**config.mk**
```make
export PLATFORM = sky130hd
export DESIGN_NAME = ps2_host_tx
export DESIGN_NICKNAME = d
export VERILOG_FILES = /design/src/rtl/ps2_pkg.sv /design/src/rtl/ps2_line_filter.sv /design/src/rtl/ps2_host_tx.sv
export SDC_FILE = /design/constraint.sdc
export NUM_CORES = 1
export LEC_CHECK = 0
export ABC_CLOCK_PERIOD_IN_PS = 4400
export CORE_MARGIN = 5
export CORE_UTILIZATION = 47
export CTS_CLUSTER_SIZE = 14
export DETAILED_ROUTE_END_ITERATION = 7
export GPL_TIMING_DRIVEN = 0
export PLACE_DENSITY = 0.61
export SYNTH_ARGS = -nofsm -noshare
export SYNTH_HDL_FRONTEND = slang
export SYNTH_SLANG_ARGS = --single-unit
```
**constraint.sdc**
```tcl
create_clock -name clk_25MHz -period 4.4 [get_ports clk_25MHz]
set_clock_uncertainty 0.2 [all_clocks]
set_input_delay 0.44 -clock clk_25MHz [delete_from_list [all_inputs] [get_ports clk_25MHz]]
set_output_delay 0.44 -clock clk_25MHz [all_outputs]
set_load 0.01 [all_outputs]
```
**src/rtl/ps2_pkg.sv**
```systemverilog
// PS/2 shared definitions: FSM states, default timing, parity helper.
// Used by both the host transmitter and the receiver.
package ps2_pkg;

  typedef enum logic [2:0] {
    IDLE,
    INHIBIT,
    RTS,
    SHIFT,
    ACK,
    WAIT_IDLE,
    FAIL
  } ps2_state_t;

  localparam int PS2_INHIBIT_CYCLES = 2600;
  localparam int PS2_START_SETUP    = 25;
  localparam int PS2_TIMEOUT_CYCLES = 375000;
  localparam int PS2_FILTER_LEN     = 8;
  localparam int PS2_WDOG_W         = 19;

  function automatic logic odd_par(
    input logic [7:0] b
  );
    return ~^b;
  endfunction

endpackage

```
**src/rtl/ps2_line_filter.sv**
```systemverilog
// Glitch filter for one PS/2 line plus a falling-edge pulse
// on the filtered level.
module ps2_line_filter #(
  parameter int LEN = 8
) (
  input  logic clk_25MHz,
  input  logic clr,
  input  logic line,
  output logic filt,
  output logic fall
);

  logic [LEN-1:0] sr;
  logic           prev;

  always_ff @(posedge clk_25MHz or posedge clr) begin
    if (clr) begin
      sr   <= '1;
      filt <= 1'b1;
      prev <= 1'b1;
    end else begin
      sr   <= {sr[LEN-2:0], line};
      prev <= filt;
      if (&sr)
        filt <= 1'b1;
      else if (~|sr)
        filt <= 1'b0;
    end
  end

  assign fall = prev & ~filt;

endmodule

```
**src/rtl/ps2_host_tx.sv**
```systemverilog
// PS/2 host-to-device command transmitter: request-to-send,
// device-clocked shift of data/parity/stop, ACK check, watchdog.
module ps2_host_tx
  import ps2_pkg::*;
#(
  parameter int INHIBIT_CYCLES = PS2_INHIBIT_CYCLES,
  parameter int START_SETUP    = PS2_START_SETUP,
  parameter int TIMEOUT_CYCLES = PS2_TIMEOUT_CYCLES,
  parameter int FILTER_LEN     = PS2_FILTER_LEN
) (
  input  logic       clk_25MHz,
  input  logic       clr,
  input  logic       start,
  input  logic [7:0] din,
  input  logic       PS2C,
  input  logic       PS2D,
  output logic       ps2c_oe,
  output logic       ps2d_oe,
  output logic       busy,
  output logic       done,
  output logic       err
);

  localparam int W = PS2_WDOG_W;
  localparam logic [W-1:0] INH_LAST = W'(INHIBIT_CYCLES - 1);
  localparam logic [W-1:0] SET_LAST = W'(START_SETUP - 1);
  localparam logic [W-1:0] TMO_LAST = W'(TIMEOUT_CYCLES - 1);

  ps2_state_t     state, state_n;
  logic [W-1:0]   cnt, cnt_n;
  logic [3:0]     n, n_n;
  logic [9:0]     sh, sh_n;
  logic           c_oe, c_oe_n;
  logic           d_oe, d_oe_n;
  logic           done_q, done_n;
  logic           c_filt, c_fall;
  logic           d_filt, d_fall_unused;
  logic           wd_run;

  ps2_line_filter #(.LEN(FILTER_LEN)) u_cfilt (
    .clk_25MHz (clk_25MHz),
    .clr       (clr),
    .line      (PS2C),
    .filt      (c_filt),
    .fall      (c_fall)
  );

  ps2_line_filter #(.LEN(FILTER_LEN)) u_dfilt (
    .clk_25MHz (clk_25MHz),
    .clr       (clr),
    .line      (PS2D),
    .filt      (d_filt),
    .fall      (d_fall_unused)
  );

  always_ff @(posedge clk_25MHz or posedge clr) begin
    if (clr) begin
      state  <= IDLE;
      cnt    <= '0;
      n      <= '0;
      sh     <= '0;
      c_oe   <= 1'b0;
      d_oe   <= 1'b0;
      done_q <= 1'b0;
    end else begin
      state  <= state_n;
      cnt    <= cnt_n;
      n      <= n_n;
      sh     <= sh_n;
      c_oe   <= c_oe_n;
      d_oe   <= d_oe_n;
      done_q <= done_n;
    end
  end

  assign wd_run = (state == SHIFT) ||
                  (state == ACK) ||
                  (state == WAIT_IDLE);

  always_comb begin
    state_n = state;
    cnt_n   = cnt;
    n_n     = n;
    sh_n    = sh;
    c_oe_n  = c_oe;
    d_oe_n  = d_oe;
    done_n  = 1'b0;
    unique case (state)
      IDLE: begin
        if (start) begin
          sh_n    = {1'b1, odd_par(din), din};
          c_oe_n  = 1'b1;
          d_oe_n  = 1'b0;
          cnt_n   = '0;
          state_n = INHIBIT;
        end
      end
      INHIBIT: begin
        if (cnt == INH_LAST) begin
          d_oe_n  = 1'b1;
          cnt_n   = '0;
          state_n = RTS;
        end else begin
          cnt_n = cnt + 1'b1;
        end
      end
      RTS: begin
        if (cnt == SET_LAST) begin
          c_oe_n  = 1'b0;
          cnt_n   = '0;
          n_n     = '0;
          state_n = SHIFT;
        end else begin
          cnt_n = cnt + 1'b1;
        end
      end
      SHIFT: begin
        // sh holds {stop, par, data}; bit 0 is next on the wire
        if (c_fall) begin
          d_oe_n = ~sh[0];
          sh_n   = {1'b1, sh[9:1]};
          n_n    = n + 1'b1;
          if (n == 4'd9)
            state_n = ACK;
        end
      end
      ACK: begin
        if (c_fall)
          state_n = d_filt ? FAIL : WAIT_IDLE;
      end
      WAIT_IDLE: begin
        if (c_filt && d_filt) begin
          done_n  = 1'b1;
          state_n = IDLE;
        end
      end
      FAIL: begin
        c_oe_n  = 1'b0;
        d_oe_n  = 1'b0;
        state_n = IDLE;
      end
      default: state_n = IDLE;
    endcase
    // timeout overrides any edge seen in the same cycle
    if (wd_run) begin
      if (cnt != '1)
        cnt_n = cnt + 1'b1;
      if (cnt == TMO_LAST) begin
        state_n = FAIL;
        c_oe_n  = 1'b0;
        d_oe_n  = 1'b0;
        done_n  = 1'b0;
      end
    end
  end

  assign ps2c_oe = c_oe;
  assign ps2d_oe = d_oe;
  assign busy    = (state != IDLE) && (state != FAIL);
  assign done    = done_q;
  assign err     = (state == FAIL);

endmodule

```
## Word-level counts from Yosys, hierarchy flattened

Cells that the tools add are included.

| word-level totals | value |
|---|---|
| register bits | 58 |
| bits in latches | 0 |
| memory bits (writable) | 0 |
| bits in read-only memories | 0 |
| input bits | 13 |
| output and inout bits | 5 |
| word-level logic and storage cells | 91 |
| memories | 0 |

| cells by class | value |
|---|---|
| $add $sub $neg | 2 |
| multiply operators | 0 |
| divide/modulo/power cells | 0 |
| $lt $le $gt $ge | 0 |
| equality and inequality tests | 17 |
| shifts and indexed selects | 0 |
| multiplexer cells | 42 |
| bitwise logic cells | 3 |
| reductions and logical operators | 15 |

Operators by type and width:

| kind | count |
|---|---|
| $mux 19 | 5 |
| $pmux 19 s3 | 1 |
| $mux 3 | 9 |
| $mux 10 | 2 |
| $pmux 10 s2 | 1 |
| $add 19x1->19 const B | 1 |
| $eq 19x12->1 const B | 1 |
| $eq 19x19->1 const B | 1 |
| $eq 19x5->1 const B | 1 |
| $ne 19x19->1 const B | 1 |
| $pmux 3 s6 | 1 |
| $mux 1 | 17 |
| $reduce_and 8->1 | 2 |
| $reduce_or 8->1 | 2 |
| $eq 3x3->1 const B | 3 |
| $mux 4 | 2 |
| $pmux 4 s2 | 1 |
| $reduce_xnor 8->1 | 1 |
| $eq 3x2->1 const B | 2 |
| $ne 2x2->1 const B | 3 |
| $reduce_and 3->1 | 2 |
| $add 4x1->4 const B | 1 |
| $eq 4x4->1 const B | 1 |
| $ne 2x1->1 const B | 2 |
| 12 further kinds | 16 |

## Longest topological paths before layout

| depth | value |
|---|---|
| depth after elaboration | 6 |
| gate-level depth with buffers | 8 |
| gate-level depth less buffers | 7 |

## Hierarchy

A second synthesis with hierarchy kept.

| unflattened totals | value |
|---|---|
| cells, all modules | 338 |
| area total of the unflattened synthesis | 3330.7 um^2 |

Modules (own cells, without submodules):

| module | times used | cells an instance | area an instance (um^2) |
|---|---|---|---|
| ps2_host_tx | 1 | 302 | 2710.1 |
| ps2_line_filter | 2 | 18 | 310.3 |

## Worst setup path after synthesis

No wires, ideal clock.

| timing | value |
|---|---|
| path type | register -> register |
| from | reg cnt[5] |
| to | reg cnt[11] |
| data arrival time | 2.095 ns |
| data required time | 4.056 ns |
| slack | 1.961 ns |
| cell stages (with the launch flop) | 7 |
| buffers on the path | 1 |
| path through | dfrtp_1 > or4b_4 > or4_4 > a2bb2oi_2 > nor3b_4 > buf_6 > o22ai_1 |

| between the ends | value |
|---|---|
| word-level cells in the longest chain between the ends | 5 |
| elaborated cells on any way between the ends | 9 |
| those cells by class | add/sub (1); eq/ne (3); mux (5) |

RTL lines:

| what | RTL line | RTL |
|---|---|---|
| start, declared | ps2_host_tx.sv:30 | `logic [W-1:0] cnt, cnt_n;` |
| start signal, assigned | ps2_host_tx.sv:67 | `cnt <= cnt_n;` |
| $add 19x1->19 (tied with other cells) | ps2_host_tx.sv:104, ps2_host_tx.sv:114, ps2_host_tx.sv:147 |  |
| $mux 19 (on tied branches) | ps2_host_tx.sv:108, ps2_host_tx.sv:99 |  |
| $pmux 19 s3 | ps2_host_tx.sv:88 | `unique case (state)` |
| $mux 19 | ps2_host_tx.sv:146 | `if (cnt != '1)` |
| $mux 19 * | ps2_host_tx.sv:145 | `if (wd_run) begin` |
| via cnt_n[11] | ps2_host_tx.sv:30 |  |

Mark *: on every way through the listed nets, which the timed path passes. The rest lies on a longest branch.
A chain may end at the register's enable or synchronous reset.

## Worst setup path in the final report

| timing | value |
|---|---|
| from | reg state[1] |
| to | out err |

| between the ends | value |
|---|---|
| word-level cells in the longest chain between the ends | 1 |

RTL lines:

| what | RTL line | RTL |
|---|---|---|
| start, declared | ps2_host_tx.sv:29 | `ps2_state_t state, state_n;` |
| start signal, assigned | ps2_host_tx.sv:66 | `state <= state_n;` |
| $eq 3x3->1 | ps2_host_tx.sv:161 | `assign err = (state == FAIL);` |
| end, declared | ps2_host_tx.sv:21 | `output logic err` |

Every way passes these cells.

==> results by group <==
Logic synthesis
  – Ys Warns: 0
  – Synth Cell Area: 3020 um2
  – Avg Inst Size Synth: 9.50 um2
  – Mapped Nets: 335
  – EDFF count, synth: 0
  – Cells after Synth: ~320
  – Yosys cell types: 53
  – Ys async rst share: 100%
  – #FFs+latches synth: 58
  – Top FF cell, synth: dfrtp_1
  – Sequential share of the synthesized area: 48.8%

Timing
  – Hold Vio Cnt, Final: 0
  – RSZ-0062 raised after global routing: no
  – Max frequency: 347 MHz
  – Finish-stage setup viols: 0
  – Min Clock Period, post-route: approximately 2.9 ns
  – Final TNS setup: 0 ns
  – Worst Tran Pin Value: about 0.89 ns
  – Slew Limit Fails: 0
  – Slew HR: 40.3%
  – Fin crit share: 65.5%

Critical path
  – WP buf/inv: 2
  – Critical Path AT: around 2.2 ns
  – Critical path capture point type: output pin
  – CP max FO: 10
  – CP Depth: 4
  – R2r setup slk: 1.58 ns
  – Crit path cell chain: clkbuf_1 -> nor2b_1 -> and2_1 -> clkdlybuf4s50_1
  – Cell family with most CP delay: buffers and inverters
  – FF-to-FF path depth: 6
  – WS Path Type: flop to output pin
  – CP peak stage delay: 0.53 ns
  – Startpoint types: flop
  – Slowest CP cell: clkdlybuf4s50_1
  – Req. time, crit path: 3.76 ns

Routing
  – Post-DRT Antenna Nets: 0
  – Final WL: about 6600 um
  – DR top layer: met4
  – WL met3: approximately 240 um
  – DR iter-0 viols: 116
  – DR vias/cell: 5.68
  – Met1 WL: 3280 um
  – Residual DRC: 0
  – Vias post-DR: about 2400
  – Router iterations before antenna repair: 4
  – WL met2: 3020 um
  – WL/cell: 15.4 um

Global route
  – Pin count of the biggest net entering global routing: 39
  – Overflow after GRT: 0
  – Total Routing Usage GR: 17.2%
  – Initial antenna violation count: 0
  – Vias in the first global route: 2368
  – First-pass GRT wire length: 11500 um

Floorplan
  – Top Ports: 18
  – Core Region: 6310 um2
  – DIE AREA: around 8100 um2
  – Die height: 90.2 um
  – Row Count: 29
  – Starting Density: roughly 48%
  – DIE WIDTH: 90.2 um

Layout
  – Design Area, Final: 3490 um2
  – Leading cell type in the layout, fill and taps excluded: dfrtp_1
  – Commonest non-fill, non-tap cells in the layout: 39 x dfrtp_1, 36 x nand2_1, 34 x nor2_1
  – Fin nets: 364
  – Syn-to-layout area delta: 15.5%
  – Layout Utilization: 55.2%
  – Antenna diode count: 0
  – Layout cells sized above 1: 13.6%

Worst hold path
  – Hold Crit Class: flop to flop
  – Hold Path Stages: 0

Placed design
  – I/O Buffers: 17
  – DP HPWL: 4750 um
  – GP Congestion: 0.869
  – Post-DP Area: approximately 3300 um2

Clock tree
  – Clock Sinks: 58
  – Buffer type at the clock tree root: clkbuf_8
  – # hold bufs at CTS: 0
  – CTS Buf Count: 9
  – Clock Tree Buf Depth: 2
  – Clock transition at the registers of the reported paths: 0.07 ns
  – CTS tree: yes
  – Setup bufs post-CTS: 0
  – Post-CTS Resized: 0
  – Clock latency on the worst-skew pair: 0.34 ns
  – H-tree Lvls: 3

Run status
  – Outcome: finished clean

Power and ir drop
  – Peak supply drop: roughly 180 uV
  – Tot Pwr: 0.00104 W
  – Static Leak: 1.45 nW
  – Pwr/cell area: between 200 and 300 nW/um2

Job
  – Max-cap viol count: 0
[cells by family after synthesis]
kind of cell,after synthesis,share of synthesized area [%]
buffers and inverters,20,2.78
and+or+nand+nor,138,23.2
muxes,9,2.98
DFF,58,48.8
xor gates and xnor gates,11,3.19
adders and majority gates,4,1.66
AOI/OAI and AO/OA,78,17.4
[stage by stage]
| step | setup WS (ns) | hold slack, ns | std cells |
|---|---|---|---|
| 2_1_floorplan | 1.96 | 0.152 | 318 |
| 3_3_place_gp | 1.28 | 0.157 | 412 |
| 3_5_place_dp | 1.60 | 0.161 | 413 |
| 4_1_cts | 1.49 | 0.171 | 429 |
| 5_1_grt | 1.35 | 0.175 | 429 |
| 6_report | 1.52 | 0.171 | 429 |
[synth_stat cells, types with 5 or more instances]
cell type  number  area share (%)
a21oi_1        11             1.8
clkbuf_1        7            0.87
dfrtp_1        39              32
dfstp_2        19              17
inv_1          11             1.4
mux2i_1         9             3.0
nand2_1        36             4.5
nand3_1        16             2.7
nor2_1         34             4.2
nor3_1         12             2.0
nor4_1          5             1.0
o21ai_0        28             4.6
or3_1           9             1.9
or4_1           6             1.5
xnor2_1         9             2.6
[cell type report]
class	count	area [um2]
flip-flops and latches	58	1480
well taps	77	96.3
repair buffers	18	190
clock buffers	10	138
fillers	579	2830
inverters	11	41.3
multi-input cells	240	1460
clock inverters	6	42.5
plain buffers	9	42.5
[final timing paths]
kind,to,from
worst min-delay path,u_cfilt.sr[7],u_cfilt.sr[6]
min in group asynchronous,cnt[14],clr
worst max register to register,cnt[16],cnt[13]
worst min register to register,u_cfilt.sr[7],u_cfilt.sr[6]
max in group asynchronous,u_cfilt.filt,clr
worst max-delay path,err,state[1]
[worst register-to-register path: stages, from the launching register on]
cell and delay (ns):
dfrtp_1 0.45, nor4_1 0.40, nand3_1 0.20, nor4_1 0.65, o221ai_1 0.30, and3_1 0.24, a221o_1 0.26
[power breakdown]
group	switching, W	internal, W
registers	0.00000565	0.000547
clock network	0.000224	0.000219
logic	0.0000200	0.0000206
total	0.000250	0.000787
[sequential cells by signal, indices dropped and copies added, names as in the netlist, 3 cells and up]
name,flops
sh,10
state,3
u_cfilt.sr,8
u_dfilt.sr,8
cnt,19
n,4
[metal layers]
metal / vias up / global-route usage (%)
li1: 1219 / -
met1: 1168 / 24.0
met2: 44 / 25.5
met3: 7 / 5.51
met4: 0 / 4.96
met5: - / 0
(Power assumes the default switching activity.)
